===== src/rtl/uart_rx_frame.sv =====
// UART receiver with configurable frame format, 3-sample majority voting and
// a valid/ready holding register carrying parity/framing sideband flags.
`timescale 1ns/1ps
module uart_rx_frame #(
    parameter int unsigned DATA_BITS  = 8,
    parameter int unsigned PARITY     = 0,
    parameter int unsigned STOP_BITS  = 1,
    parameter int unsigned OVERSAMPLE = 16,
    parameter int unsigned DIV_W      = 16
) (
    input  logic                 clk,
    input  logic                 rst_n,
    input  logic [DIV_W-1:0]     baud_div,
    input  logic                 rs232_rx,
    output logic                 busy,
    output logic [DATA_BITS-1:0] rx_data,
    output logic                 rx_valid,
    input  logic                 rx_ready,
    output logic                 parity_err,
    output logic                 frame_err,
    output logic                 overrun
);

    localparam int unsigned SC_W = $clog2(OVERSAMPLE);
    localparam int unsigned BC_W = $clog2(DATA_BITS);
    localparam int unsigned M    = OVERSAMPLE / 2;
    localparam logic        ODD  = (PARITY == 2);

    typedef enum logic [2:0] {S_IDLE, S_START, S_DATA, S_PARITY, S_STOP} state_t;

    state_t                 state, state_nx;
    logic                   rx_meta, rx_s, rx_d;
    logic [DIV_W-1:0]       cnt, div_q;
    logic [SC_W-1:0]        sc;
    logic [BC_W-1:0]        bit_cnt;
    logic                   stop_cnt;
    logic                   s0, s1;
    logic [DATA_BITS-1:0]   shreg;
    logic                   par_acc, fe_acc;

    logic start_det, tick, vote, at_vote, at_end, last_data, last_stop, done;

    assign start_det = (state == S_IDLE) && rx_d && !rx_s;
    assign tick      = (state != S_IDLE) && (cnt == div_q);
    // third sample is the live synchronised line at sc = M+1
    assign vote      = (s0 & s1) | (s0 & rx_s) | (s1 & rx_s);
    assign at_vote   = tick && (sc == SC_W'(M + 1));
    assign at_end    = tick && (sc == SC_W'(OVERSAMPLE - 1));
    assign last_data = (bit_cnt == BC_W'(DATA_BITS - 1));
    assign last_stop = (STOP_BITS == 1) ? 1'b1 : stop_cnt;
    assign done      = (state == S_STOP) && at_vote && last_stop;

    always_ff @(posedge clk or negedge rst_n) begin
        if (!rst_n) begin
            state <= S_IDLE;
            busy  <= 1'b0;
        end else begin
            state <= state_nx;
            busy  <= (state_nx != S_IDLE);
        end
    end

    always_comb begin
        state_nx = state;
        case (state)
            S_IDLE:   if (start_det) state_nx = S_START;
            S_START: begin
                if (at_vote && vote)  state_nx = S_IDLE;
                else if (at_end)      state_nx = S_DATA;
            end
            S_DATA:   if (at_end && last_data) state_nx = (PARITY != 0) ? S_PARITY : S_STOP;
            S_PARITY: if (at_end) state_nx = S_STOP;
            S_STOP:   if (done)   state_nx = S_IDLE;
            default:  state_nx = S_IDLE;
        endcase
    end

    // synchroniser, tick/bit timing, shift register and holding register
    always_ff @(posedge clk or negedge rst_n) begin
        if (!rst_n) begin
            rx_meta    <= 1'b1;
            rx_s       <= 1'b1;
            rx_d       <= 1'b1;
            cnt        <= '0;
            div_q      <= '0;
            sc         <= '0;
            bit_cnt    <= '0;
            stop_cnt   <= 1'b0;
            s0         <= 1'b0;
            s1         <= 1'b0;
            shreg      <= '0;
            par_acc    <= 1'b0;
            fe_acc     <= 1'b0;
            rx_data    <= '0;
            rx_valid   <= 1'b0;
            parity_err <= 1'b0;
            frame_err  <= 1'b0;
            overrun    <= 1'b0;
        end else begin
            rx_meta <= rs232_rx;
            rx_s    <= rx_meta;
            rx_d    <= rx_s;
            overrun <= 1'b0;

            if (state == S_IDLE) begin
                cnt      <= '0;
                sc       <= '0;
                bit_cnt  <= '0;
                stop_cnt <= 1'b0;
                par_acc  <= 1'b0;
                fe_acc   <= 1'b0;
                if (start_det) div_q <= baud_div;
            end else begin
                cnt <= tick ? '0 : cnt + DIV_W'(1);
                if (tick) begin
                    sc <= (sc == SC_W'(OVERSAMPLE - 1)) ? '0 : sc + SC_W'(1);
                    if (sc == SC_W'(M - 1)) s0 <= rx_s;
                    if (sc == SC_W'(M))     s1 <= rx_s;
                end
                if (at_vote) begin
                    case (state)
                        S_DATA:   shreg   <= {vote, shreg[DATA_BITS-1:1]};
                        S_PARITY: par_acc <= (^shreg) ^ vote ^ ODD;
                        S_STOP:   if (!vote) fe_acc <= 1'b1;
                        default:  ;
                    endcase
                end
                if (at_end) begin
                    if (state == S_DATA) bit_cnt  <= bit_cnt + BC_W'(1);
                    if (state == S_STOP) stop_cnt <= 1'b1;
                end
            end

            // a completing frame wins over a plain handshake; full and stalled drops it
            if (done) begin
                if (!rx_valid || rx_ready) begin
                    rx_data    <= shreg;
                    parity_err <= par_acc;
                    frame_err  <= fe_acc | !vote;
                    rx_valid   <= 1'b1;
                end else begin
                    overrun <= 1'b1;
                end
            end else if (rx_valid && rx_ready) begin
                rx_valid <= 1'b0;
            end
        end
    end

endmodule


===== config.mk =====
export PLATFORM = sky130hd
export DESIGN_NAME = uart_rx_frame
export DESIGN_NICKNAME = d
export VERILOG_FILES = /design/src/rtl/uart_rx_frame.sv
export SDC_FILE = /design/constraint.sdc
export NUM_CORES = 1
export LEC_CHECK = 0
export BUFFER_PORTS_ARGS = -buffer_cell sky130_fd_sc_hd__buf_2
export CORE_ASPECT_RATIO = 0.75
export CORE_MARGIN = 2
export CORE_UTILIZATION = 40
export DETAILED_ROUTE_END_ITERATION = 8
export PLACE_DENSITY = 0.71
export SLEW_MARGIN = 20
export SYNTH_ARGS = -nofsm -noshare
export SYNTH_HDL_FRONTEND = slang
export SYNTH_SLANG_ARGS = --single-unit

===== constraint.sdc =====
create_clock -name clk -period 2.2 [get_ports clk]
set_input_delay 0.11 -clock clk [delete_from_list [all_inputs] [get_ports clk]]
set_output_delay 0.11 -clock clk [all_outputs]
set_load 0.01 [all_outputs]

== Yosys cells after proc, flatten, opt, wreduce, memory -nomap -nowiden ==
Cells that the tools add are included.
Word-level totals
  bits in writable memories: 0
  output and inout port bits: 13
  bits in registers: 70
  bits in read-only memories: 0
  latch bits: 0
  memories kept: 0
Operators by class
  bitwise logic cells: 8
  $mul: 0
  reductions and logical operators: 33
  divide/modulo/power cells: 0
  shift operators: 0
  magnitude comparators: 0
  add/sub/neg operators: 3
  mux-type cells: 27
  equality and inequality tests: 12
Operators by type and width (number)
  $mux 16: 2
  $mux 3: 9
  $add 16x1->16 const B: 1
  $eq 16x16->1: 1
  $pmux 3 s5: 1
  $reduce_bool 2->1: 7
  $eq 4x4->1 const B: 3
  $mux 1: 12
  $mux 4: 3
  $reduce_and 3->1: 4
  $reduce_and 2->1: 5
  $logic_and 1x1->1: 9
  $reduce_xor 8->1: 1
  $eq 3x2->1 const B: 2
  $eq 3x3->1 const B: 2
  $reduce_bool 3->1: 2
  $add 4x1->4 const B: 1
  $eq 4x3->1 const B: 1
  $ne 2x1->1 const B: 2
  $add 3x1->3 const B: 1
  $and 1x1->1: 3
  $eq 3x1->1 const B: 1
  $logic_not 1->1: 3
  $logic_not 3->1: 1
  other kinds (4): 6

== Logic depth before layout (Yosys ltp) ==
Gate-level depths: netlist (run 1).
  depth in word-level cells: 7
  depth in mapped cells: 7
  depth with buffers taken out: 6

== Worst setup path before layout (run 1) ==
No wires, ideal clock.
  path kind: reg2reg
  start: reg cnt[4]
  end: reg shreg[0]
  path slack: 0.103 ns
  arrival: 1.972 ns
  library setup time: 0.125 ns
  buffers on the path: 1
  required time: 2.075 ns
  cell stages (with the launch flop): 7
  cells stage by stage: dfrtp_1 > xor2_1 > nor4_1 > nand4_1 > or4_1 > buf_6 > mux2_4
Between the ends
  cells in the longest elaborated chain, start to end: 4
Ends and longest elaborated chain
  start: declaration: line 33  | logic [DIV_W-1:0] cnt, div_q;
  start signal: assignment: line 114  | cnt <= tick ? '0 : cnt + DIV_W'(1);
  $eq 16x16->1: line 44  | assign tick = (state != S_IDLE) && (cnt == div_q);
  $logic_and 1x1->1: line 44
  $logic_and 1x1->1: line 47  | assign at_vote = tick && (sc == SC_W'(M + 1));
  $reduce_and 3->1 (no line)
  end signal: assignment: line 122  | S_DATA: shreg <= {vote, shreg[DATA_BITS-1:1]};
  end: declaration: line 38  | logic [DATA_BITS-1:0] shreg;
No other way between the ends.
A chain may end at the register's enable or synchronous reset.

== Final worst setup path (run 1) ==
  start: reg cnt[3]
  end: reg shreg[5]
Same word-level chain as after synthesis.

==> metrics.txt, run 1 <==
# TYPE chip_impl_metric gauge
chip_impl_metric{name="grt_use_total",unit=""} 0.1729
chip_impl_info{name="synth_flop_cell",value="sky130_fd_sc_hd__dfrtp_1"} 1
chip_impl_metric{name="cts-buffers-inserted",unit=""} 9
chip_impl_info{name="cts_tree",value="built"} 1
chip_impl_metric{name="grt_antenna_before_repair",unit=""} 0
chip_impl_metric{name="initial_utilization",unit=""} 0.4146
chip_impl_metric{name="post_cts.repair.setup_buffers",unit=""} 0
chip_impl_metric{name="first_global_vias",unit=""} 2430
chip_impl_metric{name="synth-simple-area-share",unit=""} 0.1954
chip_impl_metric{name="finClkSkew",unit="ns"} 0.01397
chip_impl_metric{name="grt_start_max_net_pins",unit=""} 28
chip_impl_metric{name="multiInputGateArea",unit="sq um"} 1470
chip_impl_metric{name="met2_usage",unit=""} 0.2713
chip_impl_metric{name="muxShareOfSynthArea",unit=""} 0.08349
chip_impl_info{name="crit_chain",value="xor2_1 > nor4_2 > nand4_1 > or4_1 > buf_6 > mux2_4"} 1
chip_impl_metric{name="ys_types",unit=""} 41
chip_impl_metric{name="synth_fa_ha_area_frac",unit=""} 0.02581
chip_impl_metric{name="syn-instance-count",unit=""} 311
chip_impl_metric{name="p_leak",unit="nW"} 2.062
chip_impl_metric{name="syn_nets",unit=""} 337
chip_impl_metric{name="postRouteWirelength",unit="um"} 6842
chip_impl_metric{name="syn_area_per_cell",unit="sq um"} 10.60
chip_impl_metric{name="avgRoutedWirePerCell",unit="um"} 13.82
chip_impl_metric{name="timing.slew.headroom",unit=""} 0.5585
chip_impl_metric{name="cts_buffer_depth",unit=""} 2
chip_impl_metric{name="drt_pre_antenna_iters",unit=""} 4
chip_impl_metric{name="first_iter_violations",unit=""} 145
chip_impl_info{name="cpMaxStageDelayCell",value="sky130_fd_sc_hd__or4_1"} 1
chip_impl_metric{name="place_hpwl",unit="um"} 4900
chip_impl_metric{name="chipWidth",unit="um"} 108.8
chip_impl_info{name="worst-setup-path-type",value="flip-flop to flip-flop"} 1
chip_impl_metric{name="timing.max_cap.violations",unit=""} 0
chip_impl_metric{name="final_period_minus_worst_setup_slack",unit="ns"} 2.133
chip_impl_metric{name="worstPathArrival",unit="ns"} 2.37
chip_impl_metric{name="io_pins",unit=""} 33
chip_impl_info{name="ys_top_cells_by_area",value="sky130_fd_sc_hd__dfrtp_1 (51%), sky130_fd_sc_hd__nand2_1 (7.6%), sky130_fd_sc_hd__xor2_1 (5.6%), sky130_fd_sc_hd__mux2_2 (4.1%), sky130_fd_sc_hd__xnor2_1 (4.0%)"} 1
chip_impl_info{name="worstSetupEndpointType",value="flip-flop"} 1
chip_impl_info{name="combinational_family_with_the_most_area_after_synthesis",value="simple AND/OR/NAND/NOR gates"} 1
chip_impl_metric{name="min_period_over_period",unit=""} 0.9698
chip_impl_info{name="cts_root_buffer",value="sky130_fd_sc_hd__clkbuf_8"} 1
chip_impl_metric{name="design.core.area",unit="sq um"} 7953
chip_impl_metric{name="synth.yosys.warnings",unit=""} 0
chip_impl_metric{name="finish.net_count",unit=""} 411
chip_impl_metric{name="path_clk_slew",unit="ns"} 0.08
chip_impl_metric{name="cts-htree-levels",unit=""} 3
chip_impl_metric{name="layout.core_utilization",unit=""} 0.5137
chip_impl_metric{name="data_required_time_of_the_critical_path",unit="ns"} 2.44
chip_impl_metric{name="grt_overflow_total",unit=""} 0
chip_impl_metric{name="area_delta_synth_final",unit="%"} 23.91
chip_impl_metric{name="globalRouteMet3Util",unit=""} 0.05181
chip_impl_metric{name="asyncSetResetFlopFracSynth",unit=""} 1.000
chip_impl_metric{name="synth_sequential_area_ratio",unit=""} 0.5324
chip_impl_metric{name="xor_xnor_cell_area_share_of_the_yosys_netlist",unit=""} 0.1025
chip_impl_metric{name="timing.final.hold_violations",unit=""} 0
chip_impl_metric{name="synth-compound-area-share",unit=""} 0.03681
chip_impl_metric{name="total_power",unit="W"} 0.003153
chip_impl_metric{name="met1_usage",unit=""} 0.2362
chip_impl_info{name="cp-start-kind",value="flip-flop"} 1
chip_impl_metric{name="vias_cell",unit=""} 4.939
chip_impl_metric{name="gpl.final_weighted_congestion",unit=""} 0.8113
chip_impl_metric{name="die_y",unit="um"} 82.63
chip_impl_metric{name="clock_sink_count",unit=""} 70
chip_impl_metric{name="timing_worst_slew_pin_value",unit="ns"} 0.6622
chip_impl_metric{name="floorplan.die_area",unit="sq um"} 8992
chip_impl_metric{name="crit_fanout",unit=""} 8
chip_impl_metric{name="ir_worst_vdd",unit="uV"} 439.6
chip_impl_metric{name="seq_area",unit="sq um"} 1755
chip_impl_metric{name="critical_path.n_buffers_inverters",unit=""} 1
chip_impl_metric{name="num_vias",unit=""} 2445
chip_impl_metric{name="synth_enable_flop_cells",unit=""} 0
chip_impl_info{name="busiest_layer",value="met2"} 1
chip_impl_metric{name="critical-path-max-stage-delay",unit="ns"} 0.44
chip_impl_info{name="path_delay_family",value="simple AND/OR/NAND/NOR gates"} 1
chip_impl_metric{name="count_of_input_and_output_buffers",unit=""} 32
chip_impl_metric{name="insertedDiodeCount",unit=""} 0
chip_impl_metric{name="number_of_remaining_drc_errors",unit=""} 0
chip_impl_metric{name="worstSkewPairLatency",unit="ns"} 0.35
chip_impl_metric{name="drive_gt1_frac",unit=""} 0.2513
chip_impl_metric{name="power-per-cell-area",unit="nW/um^2"} 771.8
chip_impl_info{name="rsz_0062_raised_after_global_routing",value="yes"} 1
chip_impl_metric{name="placement_rows",unit=""} 28
chip_impl_metric{name="max_clock_freq",unit="MHz"} 468.7
chip_impl_metric{name="fraction_of_synthesized_cell_area_taken_by_the_top_area_cell_type",unit=""} 0.5085
chip_impl_metric{name="filler_cell_count",unit=""} 689
chip_impl_info{name="run_status",value="completed"} 1
chip_impl_info{name="yosysTopAreaCell",value="sky130_fd_sc_hd__dfrtp_1"} 1
chip_impl_metric{name="mappedNetlistArea",unit="sq um"} 3297
chip_impl_info{name="min-delay-path-class",value="input pin to flip-flop"} 1
chip_impl_metric{name="ys_seq_elements",unit=""} 70
chip_impl_metric{name="final_max_slew_viol_count",unit=""} 0
chip_impl_metric{name="finalSetupViolCount",unit=""} 0
chip_impl_metric{name="grt_pass1_wl",unit="um"} 11650
chip_impl_metric{name="detail-route-antenna-nets",unit=""} 0
[sequential cells by signal, indices dropped and copies added (netlist names)]
signal / flops
div_q: 16
s0: 1
sc: 4
cnt: 16
overrun: 1
busy: 1
parity_err: 1
par_acc: 1
rx_meta: 1
rx_valid: 1
fe_acc: 1
bit_cnt: 3
rx_s: 1
state: 3
s1: 1
rx_data: 8
frame_err: 1
shreg: 8
rx_d: 1
[worst min-delay path, stage by stage]
cell and delay [ns]:
sky130_fd_sc_hd__buf_2 0.07, sky130_fd_sc_hd__nand2b_1 0.16, sky130_fd_sc_hd__nor2_1 0.07
[cell usage after synthesis, types with 2 or more instances]
cell / number
sky130_fd_sc_hd__mux2i_1: 2
sky130_fd_sc_hd__nand2b_1: 4
sky130_fd_sc_hd__nor2_1: 27
sky130_fd_sc_hd__inv_1: 8
sky130_fd_sc_hd__xor2_1: 21
sky130_fd_sc_hd__clkbuf_1: 6
sky130_fd_sc_hd__nand3_1: 10
sky130_fd_sc_hd__nor4_1: 2
sky130_fd_sc_hd__and3_1: 2
sky130_fd_sc_hd__nor2b_1: 3
sky130_fd_sc_hd__nand4_1: 5
sky130_fd_sc_hd__mux2_4: 8
sky130_fd_sc_hd__a21oi_1: 6
sky130_fd_sc_hd__buf_2: 2
sky130_fd_sc_hd__ha_1: 6
sky130_fd_sc_hd__nand2_1: 67
sky130_fd_sc_hd__o21ai_0: 3
sky130_fd_sc_hd__dfrtp_1: 67
sky130_fd_sc_hd__nor4_2: 3
sky130_fd_sc_hd__or4_1: 3
sky130_fd_sc_hd__dfstp_2: 3
sky130_fd_sc_hd__and2_1: 2
sky130_fd_sc_hd__and4_1: 3
sky130_fd_sc_hd__a31oi_1: 3
sky130_fd_sc_hd__mux2_2: 12
sky130_fd_sc_hd__nor3_1: 4
sky130_fd_sc_hd__xnor2_1: 15
[path summary, 6_finish.rpt]
kind / to / from / slack, ns / cells after the start
min reg2reg: rx_s$_DFF_PN1_ / rx_meta$_DFF_PN1_ / 0.36 / 0
min: overrun$_DFF_PN0_ / rx_ready / 0.1 / 3
max reg2reg: shreg[5]$_DFFE_PN0P_ / cnt[3]$_DFF_PN0_ / 0.07 / 6
max in group asynchronous: rx_data[7]$_DFFE_PN0P_ / rst_n / 1.15 / 3
min in group asynchronous: cnt[3]$_DFF_PN0_ / rst_n / 0.32 / 2
max: shreg[5]$_DFFE_PN0P_ / cnt[3]$_DFF_PN0_ / 0.07 / 6
[routing by layer]
metal	vias to the layer above	part of all wire
met5	-	0
met4	0	0.0099
met3	7	0.047
met2	52	0.47
met1	1193	0.48
li1	1193	-
[through the flow]
step	cell area, sq um	hold WS (ns)	setup TNS, ns	setup WS (ns)	instances
CTS	4085	0.09263	0	0.02814	495
finish	4085	0.09703	0	0.06652	495
global route	4085	0.09664	-0.02956	-0.008020	495
detailed placement	3722	0.1794	-0.3728	-0.05228	461
global placement	3722	0.1707	-0.07038	-0.009275	461
floorplan	3297	-0.1856	0	0.1031	311
[layout make-up]
type                    count  area share
inverters                   9    0.008270
multi-input cells         223      0.3599
well taps                 105     0.03216
repair buffers             72      0.1277
clock inverters             7     0.01194
flip-flops and latches     70      0.4297
clock buffers               9     0.03032
[placed cells by master, fill, tap and decap left out, types with 2 or more instances in the layout]
| cell | Yosys | final |
|---|---|---|
| sky130_fd_sc_hd__mux2_4 | 8 | 8 |
| sky130_fd_sc_hd__buf_4 | 0 | 20 |
| sky130_fd_sc_hd__xor2_1 | 21 | 21 |
| sky130_fd_sc_hd__xnor2_1 | 15 | 15 |
| sky130_fd_sc_hd__or4_1 | 3 | 3 |
| sky130_fd_sc_hd__nand4_1 | 5 | 5 |
| sky130_fd_sc_hd__and3_1 | 2 | 2 |
| sky130_fd_sc_hd__clkbuf_8 | 0 | 9 |
| sky130_fd_sc_hd__nor2_1 | 27 | 27 |
| sky130_fd_sc_hd__nand3_1 | 10 | 10 |
| sky130_fd_sc_hd__nand2b_1 | 4 | 4 |
| sky130_fd_sc_hd__mux2_2 | 12 | 12 |
| sky130_fd_sc_hd__a31oi_1 | 3 | 3 |
| sky130_fd_sc_hd__clkinv_4 | 0 | 2 |
| sky130_fd_sc_hd__dlygate4sd3_1 | 0 | 18 |
| sky130_fd_sc_hd__mux2i_1 | 2 | 2 |
| sky130_fd_sc_hd__a21oi_1 | 6 | 6 |
| sky130_fd_sc_hd__nor2b_1 | 3 | 3 |
| sky130_fd_sc_hd__nand2_1 | 67 | 67 |
| sky130_fd_sc_hd__o21ai_0 | 3 | 3 |
| sky130_fd_sc_hd__and2_1 | 2 | 2 |
| sky130_fd_sc_hd__nor3_1 | 4 | 4 |
| sky130_fd_sc_hd__dfstp_2 | 3 | 3 |
| sky130_fd_sc_hd__inv_1 | 8 | 8 |
| sky130_fd_sc_hd__dfrtp_1 | 67 | 67 |
| sky130_fd_sc_hd__nor4_2 | 3 | 4 |
| sky130_fd_sc_hd__clkinv_2 | 0 | 3 |
| sky130_fd_sc_hd__buf_2 | 2 | 32 |
| sky130_fd_sc_hd__ha_1 | 6 | 6 |
| sky130_fd_sc_hd__and4_1 | 3 | 3 |
[report_power, final]
part           total, W  switching [W]  internal [W]
combinational  0.000638       0.000345      0.000293
sequential      0.00160       0.000137       0.00146
clock          0.000916       0.000506      0.000410
total           0.00315       0.000988       0.00216
[cell families after synthesis]
logic type	after synthesis
AOI/OAI and AO/OA	19
xor gates and xnor gates	37
adders and majority gates	7
buffers and inverters	18
DFF	70
muxes	22
and+or+nand+nor	138
[repair_timing]
| action | 4_1_cts | 5_1_grt |
|---|---|---|
| cloned | 0 | 0 |
| gates resized for setup | 2 | 0 |
| hold endpoints to repair | 39 | 0 |
| hold buffers | 18 | 0 |
| endpoints found under the setup margin | 8 | 9 |
| pin swaps | 3 | 2 |
No activity file was read; power rests on OpenSTA's default activity.
==> run 2, diff against run 1 <==
- CORE_MARGIN: 2 -> unset
==> metrics.txt, run 2 (synthesized netlist as in run 1, its figures left out) <==
# TYPE chip_impl_metric gauge
chip_impl_info{name="run_status",value="completed"} 1
chip_impl_metric{name="finClkSkew",unit="ns"} 0.01013
chip_impl_metric{name="grt_start_max_net_pins",unit=""} 29
chip_impl_metric{name="detail-route-antenna-nets",unit=""} 0
chip_impl_metric{name="place_hpwl",unit="um"} 4866
chip_impl_metric{name="insertedDiodeCount",unit=""} 0
chip_impl_metric{name="worstSkewPairLatency",unit="ns"} 0.35
chip_impl_info{name="largestRegisters",value="cnt: 16 flops, div_q: 16 flops"} 1
chip_impl_metric{name="power-per-cell-area",unit="nW/um^2"} 821.7
chip_impl_info{name="cts_tree",value="built"} 1
chip_impl_info{name="rsz_0062_raised_after_global_routing",value="no"} 1
chip_impl_metric{name="vias_cell",unit=""} 4.925
chip_impl_metric{name="timing_worst_slew_pin_value",unit="ns"} 0.6235
chip_impl_metric{name="ir_worst_vdd",unit="uV"} 376.6
chip_impl_info{name="worst_r2r_startpoint",value="cnt[1]$_DFF_PN0_"} 1
chip_impl_metric{name="floorplan.die_area",unit="sq um"} 8613
chip_impl_metric{name="first_global_vias",unit=""} 2433
chip_impl_info{name="worst_setup_path_startpoint",value="cnt[1]$_DFF_PN0_"} 1
chip_impl_info{name="startpoint_of_the_tightest_hold_check_path",value="rx_ready"} 1
chip_impl_metric{name="placement_rows",unit=""} 28
chip_impl_info{name="worstSetupEndpointType",value="flip-flop"} 1
chip_impl_metric{name="area_delta_synth_final",unit="%"} 24.90
chip_impl_metric{name="io_pins",unit=""} 33
chip_impl_metric{name="grt_pass1_wl",unit="um"} 11320
chip_impl_metric{name="count_of_input_and_output_buffers",unit=""} 32
chip_impl_metric{name="timing.max_cap.violations",unit=""} 0
chip_impl_metric{name="clock_sink_count",unit=""} 70
chip_impl_metric{name="min_period_over_period",unit=""} 0.9658
chip_impl_metric{name="setup-tns-final",unit="ns"} 0
chip_impl_metric{name="crit_fanout",unit=""} 8
chip_impl_metric{name="cts-buffers-inserted",unit=""} 9
chip_impl_info{name="worst-setup-path-type",value="flip-flop to flip-flop"} 1
chip_impl_metric{name="initial_utilization",unit=""} 0.4146
chip_impl_metric{name="die_y",unit="um"} 80.63
chip_impl_metric{name="grt_overflow_total",unit=""} 0
chip_impl_metric{name="number_of_remaining_drc_errors",unit=""} 0
chip_impl_metric{name="grt_use_total",unit=""} 0.1753
chip_impl_info{name="cts_root_buffer",value="sky130_fd_sc_hd__clkbuf_8"} 1
chip_impl_metric{name="first_iter_violations",unit=""} 137
chip_impl_metric{name="max_clock_freq",unit="MHz"} 470.6
chip_impl_metric{name="final_max_slew_viol_count",unit=""} 0
chip_impl_metric{name="finish.net_count",unit=""} 409
chip_impl_metric{name="timing.slew.headroom",unit=""} 0.5843
chip_impl_metric{name="timing.final.hold_violations",unit=""} 0
chip_impl_metric{name="postRouteWirelength",unit="um"} 6781
chip_impl_metric{name="worstPathArrival",unit="ns"} 2.35
chip_impl_info{name="min-delay-path-class",value="input pin to flip-flop"} 1
chip_impl_metric{name="gpl.final_weighted_congestion",unit=""} 0.8314
chip_impl_metric{name="placedInstanceArea",unit="sq um"} 3687
chip_impl_metric{name="num_vias",unit=""} 2428
chip_impl_metric{name="cts_buffer_depth",unit=""} 2
chip_impl_info{name="cp-start-kind",value="flip-flop"} 1
chip_impl_metric{name="grt_antenna_before_repair",unit=""} 0
chip_impl_metric{name="cts-htree-levels",unit=""} 3
chip_impl_metric{name="drt_pre_antenna_iters",unit=""} 4
chip_impl_metric{name="finalSetupViolCount",unit=""} 0
chip_impl_metric{name="chipWidth",unit="um"} 106.8
chip_impl_metric{name="path_clk_slew",unit="ns"} 0.08
chip_impl_metric{name="data_required_time_of_the_critical_path",unit="ns"} 2.42
chip_impl_metric{name="drive_gt1_frac",unit=""} 0.2474
chip_impl_metric{name="design.core.area",unit="sq um"} 7953
chip_impl_metric{name="stdcell_area",unit="sq um"} 4118
chip_impl_metric{name="final_period_minus_worst_setup_slack",unit="ns"} 2.125
chip_impl_info{name="final_cell_mix",value="sky130_fd_sc_hd__nand2_1 (67), sky130_fd_sc_hd__dfrtp_1 (67), sky130_fd_sc_hd__buf_2 (32)"} 1
chip_impl_metric{name="p_leak",unit="nW"} 2.057
chip_impl_metric{name="avgRoutedWirePerCell",unit="um"} 13.75
==> run 2: area by class of cell <==
| type | instances | area, sq um |
|---|---|---|
| clock buffers | 9 | 123.9 |
| fillers | 709 | 3835 |
| inverters | 9 | 33.78 |
| multi-input cells | 223 | 1480 |
| well taps | 105 | 131.4 |
| repair buffers | 70 | 494.2 |
| clock inverters | 7 | 98.84 |
| flip-flops and latches | 70 | 1755 |
==> run 2: stage by stage <==
stage,hold WS (ns),std cells,worst slack [ns],power (W),utilization
final,0.09009,493,0.07517,0.003383,0.5178
after global routing,0.09246,493,0.002050,0.003569,0.5178
after CTS,0.08216,493,0.05793,0.003387,0.5157
after detailed placement,0.1668,458,-0.01424,0.002192,0.4637
after global placement,0.1767,458,0.01818,0.002170,0.4637
after floorplan,-0.1856,311,0.1031,0.001975,-
==> run 2: path summary, 6_finish.rpt <==
path / to / slack [ns] / cells past startpoint
setup reg to reg: shreg[0]$_DFFE_PN0P_ / 0.08 / 6
hold / removal: overrun$_DFF_PN0_ / 0.09 / 3
setup / recovery: shreg[0]$_DFFE_PN0P_ / 0.08 / 6
min in group asynchronous: fe_acc$_DFFE_PN0P_ / 0.32 / 2
max in group asynchronous: rx_s$_DFF_PN1_ / 1.15 / 3
hold reg to reg: rx_s$_DFF_PN1_ / 0.36 / 0
==> run 2: worst max-delay path, cell delays in order (launching register included) <==
cell and delay (ns):
sky130_fd_sc_hd__dfrtp_1 0.41, sky130_fd_sc_hd__xor2_1 0.15, sky130_fd_sc_hd__nor4_1 0.39, sky130_fd_sc_hd__nand4_1 0.16, sky130_fd_sc_hd__or4_1 0.44, sky130_fd_sc_hd__buf_6 0.17
sky130_fd_sc_hd__mux2_4 0.30
==> run 2: per-layer routing <==
layer,track usage,wire length [um]
met5,0,0
met2,0.2735,3032
met4,0.05753,75
met3,0.05114,416
met1,0.2342,3256
==> run 2: report_power, final <==
group | internal (W) | total, W | switching (W)
Sequential | 0.00146 | 0.00160 | 0.000141
Clock | 0.000639 | 0.00114 | 0.000504
Combinational | 0.000294 | 0.000637 | 0.000344
Total | 0.00239 | 0.00338 | 0.000989
==> run 2: what timing repair did <==
item / 4_1_cts / 5_1_grt
buffers inserted: 1 / 0
resized for setup: 1 / 2
hold buffers: 18 / 0
pin swaps: 3 / 2
endpoints found under the hold margin: 42 / 0
setup endpoints to repair: 8 / 8
==> run 3, diff against run 2 <==
- PLACE_DENSITY: 0.71 -> 0.69
- clock period: 2.2 -> 2.6 ns (I/O delays scaled with it)
==> metrics.txt, run 3 (synthesized netlist as in run 1, its figures left out) <==
# TYPE chip_impl_metric gauge
chip_impl_info{name="run_status",value="complete, but fails checks"} 1
chip_impl_info{name="violations_in_the_final_reports",value="negative hold slack"} 1
chip_impl_info{name="cts_root_buffer",value="sky130_fd_sc_hd__clkbuf_8"} 1
chip_impl_metric{name="placed_cells",unit=""} 445
chip_impl_metric{name="data_required_time_of_the_critical_path",unit="ns"} 2.84
chip_impl_metric{name="vias_cell",unit=""} 4.956
chip_impl_metric{name="power-per-cell-area",unit="nW/um^2"} 684.4
chip_impl_metric{name="avgRoutedWirePerCell",unit="um"} 13.91
chip_impl_metric{name="gpl.final_weighted_congestion",unit=""} 0.8317
chip_impl_metric{name="drive_gt1_frac",unit=""} 0.2172
chip_impl_metric{name="insertedDiodeCount",unit=""} 0
chip_impl_metric{name="initial_utilization",unit=""} 0.4146
chip_impl_info{name="rsz_0062_raised_after_global_routing",value="no"} 1
chip_impl_metric{name="placement_rows",unit=""} 28
chip_impl_info{name="cp-start-kind",value="flip-flop"} 1
chip_impl_metric{name="p_leak",unit="nW"} 1.975
chip_impl_metric{name="finalSetupViolCount",unit=""} 0
chip_impl_info{name="final_cell_mix",value="sky130_fd_sc_hd__nand2_1 (67), sky130_fd_sc_hd__dfrtp_1 (67), sky130_fd_sc_hd__buf_2 (32)"} 1
chip_impl_metric{name="max_clock_freq",unit="MHz"} 419.1
chip_impl_metric{name="hold_ws",unit="ns"} -0.03985
chip_impl_metric{name="grt_pass1_wl",unit="um"} 11130
chip_impl_metric{name="place_hpwl",unit="um"} 4464
chip_impl_metric{name="timing_worst_slew_pin_value",unit="ns"} 0.8886
chip_impl_metric{name="num_vias",unit=""} 2369
chip_impl_metric{name="ir_worst_vdd",unit="uV"} 308.9
chip_impl_metric{name="cts-buffers-inserted",unit=""} 9
chip_impl_metric{name="worstSkewPairLatency",unit="ns"} 0.35
chip_impl_metric{name="grt_overflow_total",unit=""} 0
chip_impl_metric{name="io_pins",unit=""} 33
chip_impl_metric{name="min_period_over_period",unit=""} 0.9178
chip_impl_metric{name="finish.net_count",unit=""} 394
chip_impl_metric{name="cts-htree-levels",unit=""} 3
chip_impl_metric{name="grt_use_total",unit=""} 0.1738
chip_impl_metric{name="design.core.area",unit="sq um"} 7953
chip_impl_metric{name="clock_sink_count",unit=""} 70
chip_impl_metric{name="seq_area",unit="sq um"} 1755
chip_impl_metric{name="die_y",unit="um"} 80.63
chip_impl_metric{name="worstPathArrival",unit="ns"} 2.63
chip_impl_metric{name="postRouteWirelength",unit="um"} 6651
chip_impl_info{name="min-delay-path-class",value="input pin to async pin"} 1
chip_impl_metric{name="drt_pre_antenna_iters",unit=""} 4
chip_impl_info{name="worstSetupEndpointType",value="flip-flop"} 1
chip_impl_metric{name="timing.final.hold_violations",unit=""} 30
chip_impl_metric{name="setup-tns-final",unit="ns"} 0
chip_impl_metric{name="final_period_minus_worst_setup_slack",unit="ns"} 2.386
chip_impl_metric{name="chipWidth",unit="um"} 106.8
chip_impl_metric{name="filler_cell_count",unit=""} 722
chip_impl_metric{name="grt_antenna_before_repair",unit=""} 0
chip_impl_metric{name="multiInputGateArea",unit="sq um"} 1464
chip_impl_metric{name="final-instance-count-excl-fill",unit=""} 478
chip_impl_metric{name="post_cts.repair.setup_buffers",unit=""} 0
chip_impl_metric{name="first_global_vias",unit=""} 2240
chip_impl_metric{name="timing.slew.headroom",unit=""} 0.4076
chip_impl_metric{name="floorplan.die_area",unit="sq um"} 8613
chip_impl_info{name="worst-setup-path-type",value="flip-flop to flip-flop"} 1
chip_impl_metric{name="crit_fanout",unit=""} 8
chip_impl_metric{name="count_of_input_and_output_buffers",unit=""} 32
chip_impl_metric{name="cts_buffer_depth",unit=""} 2
chip_impl_metric{name="finClkSkew",unit="ns"} 0.008526
chip_impl_metric{name="timing.max_cap.violations",unit=""} 0
chip_impl_metric{name="path_clk_slew",unit="ns"} 0.08
chip_impl_metric{name="grt_start_max_net_pins",unit=""} 71
chip_impl_metric{name="number_of_remaining_drc_errors",unit=""} 0
chip_impl_info{name="cts_tree",value="built"} 1
chip_impl_metric{name="area_delta_synth_final",unit="%"} 20.00
chip_impl_metric{name="detail-route-antenna-nets",unit=""} 0
chip_impl_metric{name="final_max_slew_viol_count",unit=""} 0
chip_impl_metric{name="first_iter_violations",unit=""} 209
chip_impl_info{name="largestRegisters",value="cnt: 16 flops, div_q: 16 flops"} 1
## run 3: timing repair
item	in CTS	in global routing
hold buffers	17	0
endpoints found under the hold margin	17	0
resized for setup	0	0
## run 3: per-layer routing
metal	wire [um]	GRT usage	vias to the layer above	share of wire
met2	2950	0.2574	56	0.44
met5	0	0	-	0
met3	321	0.04789	6	0.048
li1	-	-	1156	-
met1	3311	0.2349	1151	0.50
met4	68	0.08219	0	0.010
## run 3: worst paths after layout
path	startpoint	endpoint	slack, ns	depth (start not counted)
worst min-delay path	rst_n	cnt[11]$_DFF_PN0_	-0.04	2
min in group clk	rx_ready	rx_valid$_DFFE_PN0P_	0.11	3
worst max register to register	cnt[4]$_DFF_PN0_	shreg[6]$_DFFE_PN0P_	0.21	5
worst max-delay path	cnt[4]$_DFF_PN0_	shreg[6]$_DFFE_PN0P_	0.21	5
worst min register to register	rx_meta$_DFF_PN1_	rx_s$_DFF_PN1_	0.35	0
max in group asynchronous	rst_n	div_q[13]$_DFFE_PN0P_	2.03	2
## run 3: worst max-delay path, stage by stage, from the launching register on
cell and delay, ns:
sky130_fd_sc_hd__dfrtp_1 0.43, sky130_fd_sc_hd__xor2_1 0.16, sky130_fd_sc_hd__nor4_1 0.36, sky130_fd_sc_hd__nand4_1 0.18
sky130_fd_sc_hd__or4_1 0.76, sky130_fd_sc_hd__mux2_4 0.38
## run 3: per-stage QoR
stage          utilization  setup slack (ns)  instance area [sq um]  total power [W]  hold WS [ns]
3_3_place_gp        0.4514            0.2913                   3590         0.001799        0.2381
4_1_cts             0.4975            0.2011                   3956         0.002732      0.008544
2_1_floorplan            -            0.5031                   3297         0.001671       -0.1656
5_1_grt             0.4975           0.07165                   3956         0.002850       0.06806
3_5_place_dp        0.4514            0.2159                   3590         0.001816        0.2387
6_report            0.4975            0.2138                   3956         0.002708      -0.03985
## run 3: where the power goes
part           internal, W  switching [W]  total, W
Combinational     0.000201       0.000244  0.000445
Sequential         0.00124       0.000142   0.00138
Clock             0.000446       0.000438  0.000884
Total              0.00188       0.000824   0.00271
## run 3: layout make-up
class                      instances  area share
clock buffer                       9     0.03131
clock inverter                     7     0.01834
inverter                           9    0.008539
multi-input combinational        223      0.3700
sequential                        70      0.4437
tap                              105     0.03321
timing repair buffer              55     0.09488
